`config.mk`:
```
export PLATFORM = sky130hd
export DESIGN_NAME = fetch_unit
export DESIGN_NICKNAME = d
export VERILOG_FILES = /design/src/rtl/fetch_unit.sv
export SDC_FILE = /design/constraint.sdc
export NUM_CORES = 1
export LEC_CHECK = 0
export BUFFER_PORTS_ARGS = -buffer_cell sky130_fd_sc_hd__buf_2
export CAP_MARGIN = 40
export CORE_AREA = 4 4 224 226
export CTS_BUF_LIST = sky130_fd_sc_hd__clkbuf_16
export CTS_CLUSTER_SIZE = 14
export DETAILED_ROUTE_END_ITERATION = 7
export DIE_AREA = 0 0 228 230
export PLACE_DENSITY = 0.59
export SETUP_SLACK_MARGIN = 0.5
export SYNTH_ARGS = -nofsm -noshare
export SYNTH_HDL_FRONTEND = slang
export SYNTH_SLANG_ARGS = --single-unit
```
`constraint.sdc`:
```
create_clock -name clk -period 8.4 [get_ports clk]
set_clock_uncertainty 0.05 [all_clocks]
set_input_delay 0.42 -clock clk [delete_from_list [all_inputs] [get_ports clk]]
set_output_delay 0.42 -clock clk [all_outputs]
set_load 0.02 [all_outputs]
```
`src/rtl/fetch_unit.sv`:
```
// Instruction fetch: one outstanding imem read, holds the word for decode
// until handshake, then advances pc sequentially or by a branch offset.
module fetch_unit #(
  parameter logic [63:0] RESET_PC     = 64'h0,
  parameter int          IMEM_TIMEOUT = 16
) (
  input  logic        clk,
  input  logic        reset,
  output logic        imem_req,
  output logic [63:0] imem_addr,
  input  logic        imem_ack,
  input  logic [31:0] imem_rdata,
  output logic [31:0] instr,
  output logic [63:0] instr_pc,
  output logic        instr_valid,
  input  logic        instr_ready,
  input  logic        br_taken,
  input  logic [63:0] br_imm,
  output logic [31:0] retired,
  output logic        imem_err
);

  localparam int CW = $clog2(IMEM_TIMEOUT + 1);
  localparam logic [CW-1:0] TMO_LAST = CW'(IMEM_TIMEOUT - 1);

  typedef enum logic [1:0] {
    IDLE = 2'd0,
    REQ  = 2'd1,
    HOLD = 2'd2,
    ERR  = 2'd3
  } state_t;

  state_t        state;
  logic [63:0]   pc;
  logic [63:0]   pc_next;
  logic [CW-1:0] tmo_cnt;
  logic          handshake;

  assign handshake = instr_valid && instr_ready;

  // br_imm is a word offset; the shift drops its top two bits, matching mod-2^64 arithmetic.
  always_comb begin
    pc_next = pc + 64'd4;
    if (br_taken) begin
      pc_next = pc + (br_imm << 2);
    end
  end

  always_ff @(posedge clk or posedge reset) begin
    if (reset) begin
      state       <= IDLE;
      pc          <= RESET_PC;
      imem_req    <= 1'b0;
      imem_addr   <= RESET_PC;
      instr       <= 32'd0;
      instr_pc    <= 64'd0;
      instr_valid <= 1'b0;
      retired     <= 32'd0;
      imem_err    <= 1'b0;
      tmo_cnt     <= '0;
    end else begin
      case (state)
        IDLE: begin
          state     <= REQ;
          imem_req  <= 1'b1;
          imem_addr <= pc;
          tmo_cnt   <= '0;
        end
        REQ: begin
          // An ack on the final allowed cycle wins over the timeout.
          if (imem_ack) begin
            instr       <= imem_rdata;
            instr_pc    <= pc;
            instr_valid <= 1'b1;
            imem_req    <= 1'b0;
            state       <= HOLD;
          end else if (tmo_cnt == TMO_LAST) begin
            imem_req <= 1'b0;
            imem_err <= 1'b1;
            state    <= ERR;
          end else begin
            tmo_cnt <= tmo_cnt + CW'(1);
          end
        end
        HOLD: begin
          if (handshake) begin
            pc          <= pc_next;
            imem_addr   <= pc_next;
            imem_req    <= 1'b1;
            instr_valid <= 1'b0;
            retired     <= retired + 32'd1;
            tmo_cnt     <= '0;
            state       <= REQ;
          end
        end
        ERR: begin
          imem_req    <= 1'b0;
          instr_valid <= 1'b0;
          imem_err    <= 1'b1;
        end
        default: state <= IDLE;
      endcase
    end
  end

  a_req_xor_valid : assert property (@(posedge clk) disable iff (reset)
    !(imem_req && instr_valid));
  a_err_sticky : assert property (@(posedge clk) disable iff (reset)
    (state == ERR) |-> (imem_err && !imem_req));

endmodule

```
==> results.py <==
metrics = {
    "status": {
        "status": "finished clean",
    },
    "grt": {
        "grt_pass1_wl_um": 71300,
        "grt_pass1_vias": 12100,
        "grt_usage_pct": 16.9,
        "gr-total-overflow": 0,
        "grt_max_degree": 119,
        "grt_antenna_before_repair": 2,
    },
    "floorplan": {
        "die_area_um2": 52400,
        "die_h_um": 230,
        "core_area_um2": 48300,
        "num_io_pins": 296,
        "start_util_pct": 29.7,
        "die_w_um": 228,
        "row_count": 81,
    },
    "detailed_routing": {
        "drt_iter0_markers": 879,
        "firstDrtPassIters": 5,
        "met2WireLength_um": 21400,
        "wl_met3_um": 2850,
        "routed.top_layer": "met5",
        "ant_nets": 0,
        "wirelength_um": 45500,
        "wl_met1_um": 20300,
        "routedWlPerCell_um": 19.0,
        "vias_per_cell": 5.03,
        "vias": 12000,
        "drc": 0,
    },
    "cts": {
        "cts_setup_buffers": 0,
        "cts_buffer_depth": 3,
        "clockRootBuffer": "clkbuf_16",
        "h-tree-depth": 2,
        "cts_hold_buf": 0,
        "worstSkewPairLatency_ns": 0.53,
        "numCtsBuffers": 34,
        "cts_resized": 0,
        "clk_pin_slew_ns": 0.06,
        "cts_tree": "yes",
        "numClockSinks": 260,
    },
    "pwr": {
        "power_mw": 2.80,
        "power.density_nw_per_um2": 159,
        "leakage_nw": 8.72,
        "vdd_drop_max_uv": 117,
    },
    "worst_setup_path": {
        "cp-end-kind": "flip-flop",
        "crit_type": "input port to flip-flop",
        "cp.required_ns": 8.79,
        "cp_max_fo": 62,
        "crit_arrival_ns": 4.30,
        "worstSetupStartpointType": "input port",
    },
    "cells_and_area": {
        "area_delta_synth_final_pct": 22.3,
        "final_cell_count_no_fill": 2393,
        "final_core_util_pct": 36.3,
        "fin_nets": 1912,
        "final_layout_size_suffix_gt1_share_pct": 26.9,
        "fin_area_um2": 17600,
    },
    "sta": {
        "fin_tns_setup_ns": 0,
        "hold_viol": 0,
        "fmax_mhz": 256,
        "slew_viol_final": 0,
        "finalWorstSetupSlack_ns": 4.49,
        "whs_ns": 0.0240,
        "setup_viol": 0,
        "worst_pin_slew_ns": 0.807,
        "timing.final.crit_share_pct": 46.6,
        "grt_setup_unrepaired": "false",
        "relSlewSlack_pct": 46.2,
        "fin_crit_ns": 3.91,
    },
    "place": {
        "dp_cells": 2332,
        "pre_cts_slack_ns": 3.89,
        "port_buffers": 289,
        "dp_hpwl_um": 33900,
        "gp_congestion": 0.884,
        "placed_area_um2": 16500,
    },
    "synthesis": {
        "synthCells": 1484,
        "seq_area_frac_synth_pct": 45.3,
        "synth_edf_count": 0,
        "ys.warnings.count": 0,
        "synth_area_leaders": "dfrtp_1 (45%), mux2_2 (7.5%), ha_1 (5.6%), nand2_1 (5.3%), a21oi_1 (4.3%)",
        "ys_async_sr_fraction_pct": 100,
        "syn_area_um2": 14400,
        "synth_top_cell_by_area": "dfrtp_1",
        "ys_ff_latch": 260,
        "synthFlopType": "dfrtp_1",
        "ys_types": 73,
        "synth.avg_cell_area_um2": 9.68,
        "synth_top_area_share_pct": 45.3,
    },
    "worst_hold_path": {
        "hp-class": "input port to async pin",
    },
    "job": {
        "drv_cap": 0,
    },
}
-- cells in the final DEF (no fill, tap or decap), types with 8 or more instances in the layout --
master,n
nand3_1,23
and3_1,15
nand4_1,30
a21oi_1,122
nor3_1,14
a21o_1,19
nor2_1,80
inv_1,35
clkinv_2,8
mux2i_1,9
o22a_1,19
mux2_2,96
xor2_1,40
nand2_1,200
o22ai_1,11
dfrtp_1,260
buf_4,14
nand2b_1,8
a31oi_1,15
o21bai_1,18
clkbuf_16,35
a22oi_1,10
buf_2,289
xnor2_1,49
o21ai_0,104
ha_1,64
and2_1,62
-- cell type report --
type / count / area (um^2)
repair buffers: 308 / 1650
diodes: 1 / 2.50
clock buffers: 35 / 876
inverters: 31 / 124
flip-flops and latches: 260 / 6510
clock inverters: 25 / 191
fillers: 4913 / 30800
multi-input cells: 1111 / 7430
well taps: 622 / 778
-- cells in the mapped netlist (all sizes together) (19+ instances only) --
cell type	number
dfrtp	260
nor2	83
o22a	19
a21oi	124
nand3	24
xor2	40
o21ai	111
xnor2	49
a21o	19
buf	20
inv	31
clkbuf	65
mux2	97
and2	62
nand2	201
ha	64
nand4	30
-- worst paths after layout --
path	cells after the start	end	slack, ns	startpoint
max	15	imem_addr[61]	4.49	br_taken
min in group clk	2	instr[7]	0.08	imem_rdata[7]
min reg2reg	1	imem_err	0.42	imem_err
min	2	instr[21]	0.02	reset
max in group asynchronous	4	instr_pc[41]	7.05	reset
max reg2reg	11	retired[31]	4.61	state[1]
-- per-layer routing --
layer  up-vias  GRT usage [%]
met5         -              0
met4         2           4.54
met3        67           3.96
met2       400           28.3
met1      5802           22.1
li1       5767              -
-- cells by family after synthesis --
| group | synth area share (%) |
|---|---|
| other | 0.0261 |
| flip-flops | 45.3 |
| buffers and inverters | 3.21 |
| multiplexers | 8.26 |
| adder cells (fa/ha/maj) | 5.72 |
| XOR/XNOR | 5.43 |
| AO/OA/AOI/OAI | 16.7 |
| AND/OR/NAND/NOR | 15.4 |
-- worst max-delay path, stage by stage --
cell,delay [ns]
buf_2,0.08
buf_4,0.48
nand2_1,0.21
inv_1,0.10
ha_1,0.14
a21o_1,0.11
nand4_1,0.27
a2111oi_4,0.57
nor3_2,0.18
o41ai_2,0.55
o21ai_2,0.22
o21ai_2,0.30
a41oi_1,0.24
xor2_1,0.21
a22oi_1,0.18
-- state kept, by name (all words and copies together), names as in the netlist --
signal       flops
instr           32
imem_err         1
instr_pc        62
state            2
tmo_cnt          5
retired         32
imem_addr       62
pc              62
instr_valid      1
imem_req         1
-- report_power, final --
group	leakage [nW]	switching [mW]	total [mW]	internal [mW]
Combinational	4.75	0.0895	0.138	0.0486
Sequential	3.42	0.000134	1.25	1.25
Clock	0.547	0.563	1.41	0.845
Total	8.72	0.653	2.80	2.15
Note: power is estimated with default switching activity, not from simulation.
